===== config.mk =====
export PLATFORM = sky130hd
export DESIGN_NAME = multicycle_ctrl
export DESIGN_NICKNAME = d
export VERILOG_FILES = /design/src/rtl/multicycle_ctrl.sv
export SDC_FILE = /design/constraint.sdc
export NUM_CORES = 1
export LEC_CHECK = 0
export CAP_MARGIN = 20
export CELL_PAD_IN_SITES_DETAIL_PLACEMENT = 0
export CELL_PAD_IN_SITES_GLOBAL_PLACEMENT = 1
export CORE_ASPECT_RATIO = 1.1
export CORE_MARGIN = 4
export CORE_UTILIZATION = 37
export CTS_BUF_LIST = sky130_fd_sc_hd__clkbuf_4 sky130_fd_sc_hd__clkbuf_8
export DETAILED_ROUTE_END_ITERATION = 8
export PLACE_DENSITY_LB_ADDON = 0.1
export SYNTH_ARGS = -nofsm -noshare
export SYNTH_HDL_FRONTEND = slang
export SYNTH_SLANG_ARGS = --single-unit

===== constraint.sdc =====
create_clock -name clock -period 3.1 [get_ports clock]
set_clock_uncertainty 0.1 [all_clocks]
set_input_delay 0.31 -clock clock [delete_from_list [all_inputs] [get_ports clock]]
set_output_delay 0.31 -clock clock [all_outputs]
set_load 0.05 [all_outputs]

===== src/rtl/multicycle_ctrl.sv =====
// Multicycle processor control FSM: sequences fetch/decode/execute, drives datapath controls, counts retired instructions.
// Optional feature: define MULTICYCLE_CTRL_JUMP_EN to decode op 0x02 as an unconditional jump.
module multicycle_ctrl #(
  parameter int unsigned CNT_W = 32
) (
  input  logic             clock,
  input  logic             reset,
  input  logic [5:0]       op,
  input  logic [5:0]       func_code,
  input  logic             zero,
  input  logic             mem_ack,
  output logic             mem_req,
  output logic             MemRead,
  output logic             MemWrite,
  output logic             IorD,
  output logic             IRWrite,
  output logic             PCWrite,
  output logic             PCWriteCond,
  output logic [1:0]       PCSrc,
  output logic             AluSrcA,
  output logic [1:0]       AluSrcB,
  output logic [3:0]       alu_ctrl,
  output logic             RegDst,
  output logic             MemReg,
  output logic             RegWrite,
  output logic [3:0]       state,
  output logic             illegal,
  output logic [CNT_W-1:0] retired
);

  localparam logic [5:0] OP_RTYPE = 6'h00;
  localparam logic [5:0] OP_LW    = 6'h23;
  localparam logic [5:0] OP_SW    = 6'h2B;
  localparam logic [5:0] OP_BEQ   = 6'h04;
  localparam logic [5:0] OP_ADDI  = 6'h08;
`ifdef MULTICYCLE_CTRL_JUMP_EN
  localparam logic [5:0] OP_J     = 6'h02;
`endif

  localparam logic [3:0] ALU_AND = 4'b0000;
  localparam logic [3:0] ALU_OR  = 4'b0001;
  localparam logic [3:0] ALU_ADD = 4'b0010;
  localparam logic [3:0] ALU_SUB = 4'b0110;
  localparam logic [3:0] ALU_SLT = 4'b0111;
  localparam logic [3:0] ALU_NOR = 4'b1100;

  typedef enum logic [3:0] {
    S_FETCH  = 4'd0,
    S_DECODE = 4'd1,
    S_MEMADR = 4'd2,
    S_MEMRD  = 4'd3,
    S_MEMWB  = 4'd4,
    S_MEMWR  = 4'd5,
    S_EXEC   = 4'd6,
    S_ALUWB  = 4'd7,
    S_BRANCH = 4'd8,
    S_JUMP   = 4'd9,
    S_ADDIEX = 4'd10,
    S_ADDIWB = 4'd11
  } state_t;

  state_t state_q, state_n;
  logic   retire_c;

  // zero only qualifies PCWriteCond inside the datapath; the FSM itself does not branch on it
  logic unused_zero;
  assign unused_zero = zero;

  // State register
  always_ff @(posedge clock) begin
    if (reset) state_q <= S_FETCH;
    else       state_q <= state_n;
  end

  // Retired-instruction counter, wraps naturally
  always_ff @(posedge clock) begin
    if (reset)         retired <= '0;
    else if (retire_c) retired <= retired + CNT_W'(1);
  end

  assign state = state_q;

  // Next state and datapath controls; everything held low while reset is asserted
  always_comb begin
    state_n     = state_q;
    retire_c    = 1'b0;
    mem_req     = 1'b0;
    MemRead     = 1'b0;
    MemWrite    = 1'b0;
    IorD        = 1'b0;
    IRWrite     = 1'b0;
    PCWrite     = 1'b0;
    PCWriteCond = 1'b0;
    PCSrc       = 2'b00;
    AluSrcA     = 1'b0;
    AluSrcB     = 2'b00;
    alu_ctrl    = 4'b0000;
    RegDst      = 1'b0;
    MemReg      = 1'b0;
    RegWrite    = 1'b0;
    illegal     = 1'b0;
    if (!reset) begin
      case (state_q)
        S_FETCH: begin
          mem_req = 1'b1;
          MemRead = 1'b1;
          if (mem_ack) begin
            IRWrite  = 1'b1;
            PCWrite  = 1'b1;
            AluSrcB  = 2'b01;
            alu_ctrl = ALU_ADD;
            state_n  = S_DECODE;
          end
        end
        S_DECODE: begin
          AluSrcB  = 2'b11;
          alu_ctrl = ALU_ADD;
          case (op)
            OP_RTYPE:      state_n = S_EXEC;
            OP_LW, OP_SW:  state_n = S_MEMADR;
            OP_BEQ:        state_n = S_BRANCH;
            OP_ADDI:       state_n = S_ADDIEX;
`ifdef MULTICYCLE_CTRL_JUMP_EN
            OP_J:          state_n = S_JUMP;
`endif
            default: begin
              illegal = 1'b1;
              state_n = S_FETCH;
            end
          endcase
        end
        S_MEMADR: begin
          AluSrcA  = 1'b1;
          AluSrcB  = 2'b10;
          alu_ctrl = ALU_ADD;
          state_n  = (op == OP_SW) ? S_MEMWR : S_MEMRD;
        end
        S_MEMRD: begin
          mem_req = 1'b1;
          MemRead = 1'b1;
          IorD    = 1'b1;
          if (mem_ack) state_n = S_MEMWB;
        end
        S_MEMWB: begin
          RegWrite = 1'b1;
          retire_c = 1'b1;
          state_n  = S_FETCH;
        end
        S_MEMWR: begin
          mem_req  = 1'b1;
          MemWrite = 1'b1;
          IorD     = 1'b1;
          if (mem_ack) begin
            retire_c = 1'b1;
            state_n  = S_FETCH;
          end
        end
        S_EXEC: begin
          AluSrcA = 1'b1;
          state_n = S_ALUWB;
          case (func_code)
            6'h20:   alu_ctrl = ALU_ADD;
            6'h22:   alu_ctrl = ALU_SUB;
            6'h24:   alu_ctrl = ALU_AND;
            6'h25:   alu_ctrl = ALU_OR;
            6'h27:   alu_ctrl = ALU_NOR;
            6'h2A:   alu_ctrl = ALU_SLT;
            default: begin
              illegal = 1'b1;
              state_n = S_FETCH;
            end
          endcase
        end
        S_ALUWB: begin
          RegWrite = 1'b1;
          RegDst   = 1'b1;
          MemReg   = 1'b1;
          retire_c = 1'b1;
          state_n  = S_FETCH;
        end
        S_BRANCH: begin
          AluSrcA     = 1'b1;
          alu_ctrl    = ALU_SUB;
          PCWriteCond = 1'b1;
          PCSrc       = 2'b01;
          retire_c    = 1'b1;
          state_n     = S_FETCH;
        end
`ifdef MULTICYCLE_CTRL_JUMP_EN
        S_JUMP: begin
          PCWrite  = 1'b1;
          PCSrc    = 2'b10;
          retire_c = 1'b1;
          state_n  = S_FETCH;
        end
`endif
        S_ADDIEX: begin
          AluSrcA  = 1'b1;
          AluSrcB  = 2'b10;
          alu_ctrl = ALU_ADD;
          state_n  = S_ADDIWB;
        end
        S_ADDIWB: begin
          RegWrite = 1'b1;
          MemReg   = 1'b1;
          retire_c = 1'b1;
          state_n  = S_FETCH;
        end
        default: state_n = S_FETCH;
      endcase
    end
  end

endmodule


## After elaboration in Yosys (flattened, before gate mapping)

Index checks and enable logic that the tools add are counted.

| operators by class | value |
|---|---|
| $add $sub $neg | 1 |
| $mul | 0 |
| div/mod/pow operators | 0 |
| magnitude comparators | 0 |
| equal/unequal tests | 23 |
| shift-type cells | 0 |
| mux-type cells | 43 |
| bitwise operators | 0 |
| reduce and logical (&&, ||, !) cells | 15 |

Operators by type and width:

| cell | count |
|---|---|
| equality test 6 bit, second input constant | 8 |
| adder 32 x 1 -> 32 bit, second input constant | 1 |
| one-hot mux 4 bit (4 select lines) | 2 |
| 2-to-1 mux 1 bit | 28 |
| one-hot mux 4 bit (7 select lines) | 1 |
| one-hot mux 4 bit (5 select lines) | 1 |
| equality test 4 x 3 -> 1 bit, second input constant | 4 |
| 2-to-1 mux 4 bit | 4 |
| equality test 4 bit, second input constant | 3 |
| OR reduction 2 bit | 5 |
| OR reduction 3 bit | 3 |
| equality test 4 x 2 -> 1 bit, second input constant | 2 |
| OR reduction 4 bit | 2 |
| equality test 6 x 3 -> 1 bit, second input constant | 1 |
| equality test 6 x 4 -> 1 bit, second input constant | 1 |
| logical NOT 6 bit | 1 |
| 2-to-1 mux 3 bit | 2 |
| != test 2 bit, second input constant | 3 |
| one-hot mux 2 bit (3 select lines) | 1 |
| OR reduction 6 bit | 1 |
| OR reduction 5 bit | 1 |
| equality test 4 x 1 -> 1 bit, second input constant | 1 |
| logical NOT 4 bit | 1 |
| 2-to-1 mux 2 bit | 2 |
| other kinds (2) | 3 |

| storage, ports and cells | value |
|---|---|
| flip-flop bits (word level) | 36 |
| bits in latches | 0 |
| memory bits (writable) | 0 |
| bits in read-only memories | 0 |
| input port bits | 16 |
| output and inout port bits | 56 |
| word-level logic and storage cells | 84 |
| memories kept | 0 |

## Longest topological paths before layout

Gate-level depths: netlist of run 1.

| logic depth | value |
|---|---|
| word-level depth | 5 |
| gate-level depth with buffers | 8 |
| mapped depth without buffers | 6 |

## Least setup slack after synthesis of run 1

OpenSTA, ideal clock, no wires.

| path | value |
|---|---|
| kind | register to output |
| start | reg state_q[1], in the netlist state[1] |
| end | out alu_ctrl[2] |
| arrival time | 3.163 ns |
| data required time | 2.690 ns |
| setup slack | -0.473 ns |
| stages on the path, launching flop included | 5 |
| buffers on the path | 2 |
| path through | dfxtp_1 -> buf_6 -> clkbuf_1 -> nor4_1 -> o21bai_1 |

| between the ends | value |
|---|---|
| word-level cells in the longest chain between the ends | 4 |
| elaborated cells on any way between the ends | 9 |
| those cells by class | eq/ne: 5; mux: 2; reduce/logical: 2 |

Ends and longest elaborated chain:

| element | line | source |
|---|---|---|
| from (decl) | 62 | `state_t state_q, state_n;` |
| from (signal assigned) | 72 | `else state_q <= state_n;` |
| equality test 4 x 1 -> 1 bit (tied with other cells) | 103 | `case (state_q)` |
| OR reduction 3 bit (no source line) | -- |  |
| one-hot mux 4 bit (4 select lines) (*) | 103 |  |
| 2-to-1 mux 4 bit (*) | 102 | `if (!reset) begin` |
| to (decl) | 22 | `output logic [3:0] alu_ctrl,` |

Mark *: on every way between the ends. The rest lies on a longest branch, timed or not.

## Worst setup path after layout of run 1

| path | value |
|---|---|
| start | reg state_q[0], in the netlist state[0] |
| end | out alu_ctrl[1] |

Same word-level chain as after synthesis.

==> results.md, run 1 <==
- Final net count: around 370
- Number of inserted diodes: 0
- GPL Wtd Cong: 0.824
- Post-Syn Area: 2280 um2
- Required time worst endpoint: roughly 2700 ps
- Hold WC Path Type: flop to flop
- DIE WIDTH: 82.8 um
- Root buffer cell: clkbuf_8
- IO Pins: 72
- Worst-margin pin slew: 652 ps
- Number of vias per cell: 5.29
- FF-to-FF path depth: 5
- Util after Layout: 55.7%
- Syn avg cell area: about 8 um2
- Max Cap Viol: 0
- Detail Placement HPWL: 4570 um
- Initial antenna violation count: 0
- P_int: 723 uW
- P_sw: 288 uW
- Yosys reg bits: 36
- GRT overflow: 0
- Synth Instances: approximately 290
- Synthesized Nets: 309
- Placed instance area: 3180 um2
- Leak pwr: 0.00108 uW
- TritonCTS Buffers: 5
- Register share of total power: roughly 47%
- Yosys top cell area share: between 30% and 40%
- Tot Pwr: 1010 uW
- Commonest register cell after synthesis: dfxtp_1
- Final period util: 88.5%
- Max FO, Critical Path: 14
- Max frequency: 0.365 GHz
- IO Port Bufs: 69
- DR vias: around 2300
- WHS Endpoint: retired[31]
- Clk buf depth: 2
- Postcts setup bufs: 0
- CTS resizes: 0
- Pin count of the biggest net entering global routing: 25
- R2r endpoint: retired[31]
- Die height: ~90 um
- Met3 WL: 280 um
- Final setup fails: 0
- Commonest non-fill, non-tap cells in the layout: clkdlybuf4s50_1 (50), nor2_1 (36), dfxtp_1 (36), a21oi_1 (22), buf_12 (18)
- Post-synthesis cell type count: 58
- Core ar.: slightly below 6000 um2
- Status: finished, final reports clean
- Sw Share: 28.5%
- Asr flop ratio synth: 0%
- TritonCTS clock tree: done
- H-tree depth: 2
- Hold path startpoint: retired[31]
- DR WL met2: 2690 um
- Peak supply drop: between 0.15 and 0.2 mV
- DRC: 0
- First-pass GRT wire length: around 11000 um
- Clock power frac: 35.7%
- R2r setup slk: 600 ps
- Iteration-0 DRC count of the detailed router: roughly 120
- Synthesis-to-layout area growth: 43.8%
- Top Layer Used: met4
- Clock transition at path regs: roughly 80 ps
- Hold-fix buffers at CTS: 0
- Num rows: 29
- Commonest non-fill, non-tap cell in the layout: clkdlybuf4s50_1
- Starting Density: roughly two fifths
- Fin. max-slew vios: 0
- Drt pass-1 iters: 4
- Area contributors post-synth: dfxtp_1 (32%), nor2_1 (5.9%), a21oi_1 (4.8%)
- Post-route cell area: around 3300 um2
- WL final: 6140 um
- Tmin final: about 2700 ps
- Power per standard cell area: 308 nW/um2
- Worst Setup End Kind: output port
- Post-Route M1 WL: ~3100 um
- Die Area: between 7000 and 8000 um2
- Sequential-to-total area share from yosys stat: 31.6%
- Remaining antenna violation count after routing: 0
- RSZ-0062 raised after global routing: no
- Comb pwr share: around 17%
- YS warnings: 0
- Final Hold Fails: 0
- WHS: 377 ps
- CP Class: flop to output port
- Startpoint of the worst register-to-register path: state[0]
- Startpoint types: flop
- WL per Instance: roughly 14 um
- Rel. slew slack: 56.4%
- Vias in the first global route: roughly 2200
- Biggest area consumer among synthesized cells: dfxtp_1
- Skew-Pair Late Insertion Delay: 290 ps
- Gr usage total: 16.9%
- Setup TNS: 0 ps
- Worst Hold Depth: 2
- EDFF count, synth: 0
- Crit path DAT: around 2300 ps
- CTS sink cnt: 36
- Ratio of cells with drive above 1 in the final layout: between 10 and 15%
[synth_stat cells, drive strengths merged (10+ instances only)]
master / n
or3: 15
nand2: 17
buf: 10
nand4: 15
o21ai: 14
nand3: 13
a21oi: 23
nor2: 36
dfxtp: 36
nor3: 15
clkbuf: 10
[power by group through the flow]
stage / clock (uW) / combinational [uW] / sequential [uW]
floorplan: 0 / 98.9 / 487
global placement: 0 / 175 / 485
detailed placement: 0 / 176 / 485
CTS: 375 / 177 / 474
global route: 402 / 188 / 476
finish: 360 / 176 / 474
[layer usage]
layer  up-vias  global-route usage, %
met4         0                   4.22
li1       1174                      -
met3         5                   4.11
met5         -                      0
met2        56                   25.1
met1      1051                   24.4
[logic make-up after synthesis]
| group | count (synthesis) | synth area share, % |
|---|---|---|
| and+or+nand+nor | 147 | 37.6 |
| buffers and inverters | 29 | 6.92 |
| DFF | 36 | 31.6 |
| other | 1 | 0.165 |
| adders and majority gates | 1 | 0.549 |
| muxes | 2 | 0.934 |
| xor gates and xnor gates | 18 | 6.92 |
| AOI/OAI and AO/OA | 58 | 15.3 |
[metrics by stage]
stage	setup slack (ps)	cells
after floorplan	185	292
after global placement	526	424
after detailed placement	496	424
after CTS	372	432
after global routing	224	432
final	357	432
[critical path, stage by stage, from the launching register on]
cell and delay (ps):
dfxtp_1 480, nand2b_2 350, nor3b_1 500, a31oi_1 150, o32a_1 200, nor2_1 190, buf_12 170
[area by class of cell]
cell class / instances / area [um2]
fill: 603 / 2600
sequential: 36 / 721
clock buffer: 6 / 82.6
multi-input combinational: 227 / 1410
tap: 77 / 96.3
clock inverter: 2 / 13.8
inverter: 8 / 30.0
timing repair buffer: 76 / 921
[worst max path at each step]
stage / from / to / slack [ps] / depth (start not counted)
global placement: mem_ack / retired[31] / 530 / 6
global route: state[0] / alu_ctrl[1] / 220 / 6
CTS: state[0] / alu_ctrl[1] / 370 / 6
finish: state[0] / alu_ctrl[1] / 360 / 6
detailed placement: mem_ack / retired[31] / 500 / 6
floorplan: state[1] / alu_ctrl[0] / 180 / 4
[flip-flops by register name (all words and copies together), names as in the netlist]
register and cells:
retired 32, state 4
Note: power is estimated with default switching activity, not from simulation.
==> run 2, diff against run 1 <==
GPL_TIMING_DRIVEN = 0   (was unset)
==> run 2 against run 1 <==
Global-route usage is 0.44 points higher. Die area stayed put. Non-clock buffer count is 12 higher. Clock power is 2% higher. Flip-flop and latch count stayed put. Combinational power is 6% lower. Critical path type unchanged. Largest power group unchanged.
==> results.md, run 2 (same netlist as run 1, synthesis figures left out) <==
- Status: finished, final reports clean
- Crit path DAT: 2470 ps (+140 ps)
- First-pass GRT wire length: 10900 um (+0.19%)
- Die Area: 7480 um2 (unchanged)
- DR vias: 2376 (+3.9%)
- TritonCTS Buffers: 5 (unchanged)
- WL final: 6550 um (+6.7%)
- Final Hold Fails: 0 (unchanged)
- CTS sink cnt: 36 (unchanged)
- Critical path, cell by cell: buf_4 -> clkbuf_1 -> nand2_1 -> nor3b_1 -> clkdlybuf4s50_1
- TritonCTS clock tree: done
- Multi-input gate area: 1420 um2 (+0.35%)
- WL per Instance: 14.8 um (+3.8%)
- Commonest non-fill, non-tap cells in the layout: clkdlybuf4s50_1 (64), nor2_1 (36), dfxtp_1 (36), a21oi_1 (22), nand2_1 (17)
- Rel. slew slack: 62.3% (+5.8 points)
- Final net count: 383 (+3.2%)
- Register Area: 721 um2 (unchanged)
- GPL Wtd Cong: 0.848 (+2.9%)
- Vias in the first global route: 2245 (+1.5%)
- Initial antenna violation count: 0 (unchanged)
- WHS: 395 ps (+18.3 ps)
- H-tree depth: 2 (unchanged)
- Drt pass-1 iters: 4 (unchanged)
- Leak pwr: 0.00105 uW (-2.8%)
- Clk buf depth: 2 (unchanged)
- DRC: 0 (unchanged)
- Power per standard cell area: 316 nW/um2 (+2.5%)
- Final setup fails: 0 (unchanged)
- Largest stage delay, worst path: 840 ps (+340 ps)
- Core ar.: 5880 um2 (unchanged)
- Root buffer cell: clkbuf_8
- DIE WIDTH: 82.8 um (unchanged)
- Synthesis-to-layout area growth: 38.9%
- Hold WC Path Type: flop to flop
- Worst Setup End Kind: output port
- Most flop-heavy register: retired
- GRT overflow: 0 (unchanged)
- Number of inserted diodes: 0 (unchanged)
- Startpoint types: flop
- Clock transition at path regs: 80 ps (about the same)
- Max Cap Viol: 0 (unchanged)
- Iteration-0 DRC count of the detailed router: 116 (unchanged)
- Num rows: 29 (unchanged)
- Commonest non-fill, non-tap cell in the layout: clkdlybuf4s50_1
- Peak supply drop: 0.207 mV (+22%)
- RSZ-0062 raised after global routing: no
- Max frequency: 0.347 GHz (-4.9%)
- Max FO, Critical Path: 10 (-4)
- Setup TNS: 0 ps (unchanged)
- IO Pins: 72 (unchanged)
- CP Class: flop to output port
- Fin. max-slew vios: 0 (unchanged)
- Starting Density: 38.8% (unchanged)
- Postcts setup bufs: 0 (unchanged)
- Layout fillers: 606 (+0.50%)
- Max reg flops: 32 (unchanged)
- Ratio of cells with drive above 1 in the final layout: 9.81% (-4.6 points)
- Worst-margin pin slew: 566 ps (-86.4 ps)
- Skew-Pair Late Insertion Delay: 290 ps (about the same)
- Remaining antenna violation count after routing: 0 (unchanged)
- Gr usage total: 17.4% (+0.44 points)
- Number of vias per cell: 5.35 (+1.1%)
- Slowest CP cell: clkdlybuf4s50_1
- Pin count of the biggest net entering global routing: 12 (-52%)
- Final period util: 93.0% (+4.5 points)
- Tmin final: 2880 ps (+141 ps)
- Required time worst endpoint: 2690 ps (about the same)
- IO Port Bufs: 67 (-2.9%)
- Detail Placement HPWL: 4860 um (+6.2%)
- Die height: 90.3 um (unchanged)
==> run 2: cell count changes in the layout (fill, tap and decap cells not counted), sizes merged, moves of 2 or more <==
| cell | delta |
|---|---|
| clkdlybuf4s50 | +14 |
| buf | -16 |
| dlymetal6s2s | +2 |
| clkbuf | +11 |
==> run 2: worst max-delay path, delay by kind of cell (launching register included) <==
family | cells | cell delay [ps]
flops | 1 | 340
buf+inv | 3 | 1380
simple gates | 2 | 480
==> run 2: power by group <==
part,leakage (uW),internal [uW],switching (uW)
Sequential,0.000290,465,3.27
Combinational,0.000708,61.5,105
Clock,0.0000479,190,177
Total,0.00105,716,285
==> run 2: repair_timing <==
item	4_1_cts	5_1_grt
endpoints found under the setup margin	1	4
cloned	0	0
resized for setup	1	3
hold buffers	0	0
hold endpoints to repair	0	0
==> run 2: metrics by stage <==
step	cells	util, %	setup slack (ps)	total power (uW)	area [um2]
final	444	53.8	217	1000	3160
after floorplan	292	-	185	586	2290
after global routing	444	53.8	54.5	1040	3160
after detailed placement	436	52.0	130	645	3060
after global placement	436	52.0	134	645	3060
after CTS	444	53.7	78.6	1010	3150
==> run 2: layer usage <==
metal / wire length (um) / GRT usage [%]
met1: 3250 / 23.5
met2: 2910 / 27.5
met3: 327 / 4.20
met4: 70 / 4.77
met5: 0 / 0
==> run 2: area by class of cell <==
cell class | instances | area share (%)
Tap cell | 77 | 3.04
Inverter | 8 | 0.949
Buffer | 21 | 4.03
Sequential cell | 36 | 22.8
Multi-Input combinational cell | 227 | 44.8
Timing Repair Buffer | 67 | 21.3
Clock buffer | 7 | 2.85
Clock inverter | 1 | 0.237
==> run 2: final timing paths <==
check	start	endpoint	slack [ps]	depth (start not counted)
max reg2reg	retired[0]	retired[30]	780	7
min	retired[31]	retired[31]	400	2
min reg2reg	retired[31]	retired[31]	400	2
max	state[2]	alu_ctrl[0]	220	5
==> run 3, diff against run 2 <==
CELL_PAD_IN_SITES_DETAIL_PLACEMENT = unset   (was 0)
CELL_PAD_IN_SITES_GLOBAL_PLACEMENT = unset   (was 1)
CORE_UTILIZATION = 49   (was 37)
PLACE_DENSITY = 0.84   (was unset)
PLACE_DENSITY_LB_ADDON = unset   (was 0.1)
==> run 3 against run 2 <==
Sequential power hardly changed. Die area is 22% lower. Critical path depth is 2 higher. Fmax is 5.1% lower. Critical path type is now primary input to output port. Flip-flop and latch count stayed put. Count of clock-buffer cells in the layout stayed put.
==> results.md, run 3 (same netlist as run 1, synthesis figures left out) <==
- Status: finished, final reports clean
- WL final: 6290 um (-4.0%)
- Tot Pwr: 1010 uW (+0.56%)
- DRC: 0 (unchanged)
- WL per Instance: 15.0 um (+1.5%)
- Post-place setup slack: 124 ps (-5.79 ps)
- Setup TNS: 0 ps (unchanged)
- Num rows: 25 (-14%)
- Max Cap Viol: 0 (unchanged)
- Commonest non-fill, non-tap cell in the layout: clkdlybuf4s50_1
- DR WL met2: 2990 um (+2.9%)
- Leak pwr: 0.00101 uW (-3.4%)
- Top Layer Used: met4
- Clk buf depth: 2 (unchanged)
- Gr usage total: 21.6% (+4.3 points)
- Rel. slew slack: 63.8% (+1.5 points)
- Hold path startpoint: retired[31]
- Root buffer cell: clkbuf_8
- Number of vias per cell: 5.86 (+9.5%)
- Crit path DAT: 2630 ps (+160 ps)
- Skew-Pair Late Insertion Delay: 290 ps (about the same)
- Detail Placement HPWL: 4580 um (-5.6%)
- Power per standard cell area: 321 nW/um2 (+1.6%)
- TritonCTS Buffers: 5 (unchanged)
- Clock transition at path regs: 70 ps (about the same)
- Hold WC Path Type: flop to flop
- Slowest CP cell: clkdlybuf4s50_1
- Die height: 79.5 um (-12%)
- FF-to-FF path depth: 7 (unchanged)
- Util after Layout: 71.0% (+17 points)
- Vias in the first global route: 2247 (+0.089%)
- Max reg flops: 32 (unchanged)
- H-tree depth: 2 (unchanged)
- Worst-margin pin slew: 543 ps (-22.9 ps)
- DR vias: 2462 (+3.6%)
- Final net count: 383 (unchanged)
- Starting Density: 51.7% (+13 points)
- GRT overflow: 0 (unchanged)
- Worst Hold Depth: 2 (unchanged)
- WHS: 395 ps (-0.131 ps)
- Peak supply drop: 0.290 mV (+40%)
- Startpoint of the worst register-to-register path: retired[0]
- Pin count of the biggest net entering global routing: 11 (-1)
- Final setup fails: 0 (unchanged)
- CP bufs+invs: 2 (-1)
- Remaining antenna violation count after routing: 0 (unchanged)
- RSZ-0062 raised after global routing: no
- Iteration-0 DRC count of the detailed router: 212 (+83%)
- DIE WIDTH: 73.0 um (-12%)
- CTS sink cnt: 36 (unchanged)
- Startpoint types: primary input
- Core ar.: 4410 um2 (-25%)
- Tmin final: 3040 ps (+156 ps)
- Most used cell, CP: clkdlybuf4s50_1
- Hold-fix buffers at CTS: 0 (unchanged)
- R2r setup slk: 800 ps (+20 ps)
- Synthesis-to-layout area growth: 37.4%
- Fin. max-slew vios: 0 (unchanged)
- Initial antenna violation count: 0 (unchanged)
- Post-Route M1 WL: 2650 um (-19%)
- Most flop-heavy register: retired
- Die Area: 5810 um2 (-22%)
- Final Hold Fails: 0 (unchanged)
- Final period util: 98.0% (+5.0 points)
- Required time worst endpoint: 2690 ps (about the same)
- Commonest non-fill, non-tap cells in the layout: clkdlybuf4s50_1 (67), nor2_1 (36), dfxtp_1 (36), a21oi_1 (22), nand2_1 (17)
- Largest stage delay, worst path: 710 ps (-130 ps)
- Met3 WL: 564 um (+72%)
- TritonCTS clock tree: done
- R2r endpoint: retired[24]
- GPL Wtd Cong: 0.849 (about the same)
- Max FO, Critical Path: 5 (-5)
- IO Pins: 72 (unchanged)
- Critical path, cell by cell: clkdlybuf4s50_1 -> mux2_2 -> o21ai_0 -> nand3b_1 -> nand3_1 -> a21boi_0 -> clkdlybuf4s50_1
- Worst Setup End Kind: output port
- Largest delay contributor family on the critical path: buffers and inverters
- Max frequency: 0.329 GHz (-5.1%)
- WHS Endpoint: retired[31]
- CP Class: primary input to output port
- First-pass GRT wire length: 10100 um (-6.9%)
- Ratio of cells with drive above 1 in the final layout: 9.56% (-0.25 points)
- IO Port Bufs: 67 (unchanged)
- Drt pass-1 iters: 5 (+1)
- Number of inserted diodes: 0 (unchanged)
- PnR worst setup slack: 60.7 ps (-156 ps)
[run 3: changes by cell type in the layout (fill, tap and decap cells not counted), sizes merged]
cell,delta
dlygate4sd2,-1
clkinvlp,-1
clkdlybuf4s50,+3
dlymetal6s2s,-2
[run 3: metrics by stage]
| step | cells | instance area, um2 |
|---|---|---|
| after global routing | 420 | 3130 |
| after detailed placement | 413 | 3030 |
| final | 420 | 3130 |
| after global placement | 413 | 3030 |
| after CTS | 420 | 3130 |
| after floorplan | 292 | 2290 |
[run 3: worst max-delay path by stage]
stage	startpoint	to	depth (start not counted)
floorplan	state[1]	alu_ctrl[0]	4
global placement	func_code[5]	alu_ctrl[1]	6
detailed placement	func_code[5]	alu_ctrl[1]	6
CTS	func_code[1]	illegal	7
global route	func_code[1]	illegal	7
finish	func_code[1]	illegal	7
[run 3: layout make-up]
| cell class | count | area [um2] |
|---|---|---|
| buffer | 21 | 128 |
| clock buffer | 7 | 96.3 |
| fill | 350 | 1280 |
| inverter | 8 | 30.0 |
| multi-input combinational | 227 | 1420 |
| sequential | 36 | 721 |
| tap | 54 | 67.6 |
| timing repair buffer | 67 | 671 |
[run 3: worst min-delay path: stages, from the launching register on]
cell     delay (ps)
dfxtp_1         330
o31ai_1          70
a21oi_1          50
[run 3: routing by layer]
metal  up-vias  global-route usage (%)
met5         -                       0
met3        12                    5.54
met1      1126                    28.0
li1       1203                       -
met2       121                    34.7
met4         0                    7.20
[run 3: where the power goes]
| group | internal (uW) | total (uW) | switching, uW |
|---|---|---|---|
| Clock | 198 | 371 | 173 |
| Combinational | 62.4 | 166 | 104 |
| Sequential | 465 | 468 | 3.46 |
| Total | 725 | 1010 | 281 |
[run 3: timing repair]
item                                    in CTS  in global routing
buffers inserted                             0                  0
resized for setup                            1                  0
endpoints found under the hold margin        0                  0
endpoints found under the setup margin       1                  0
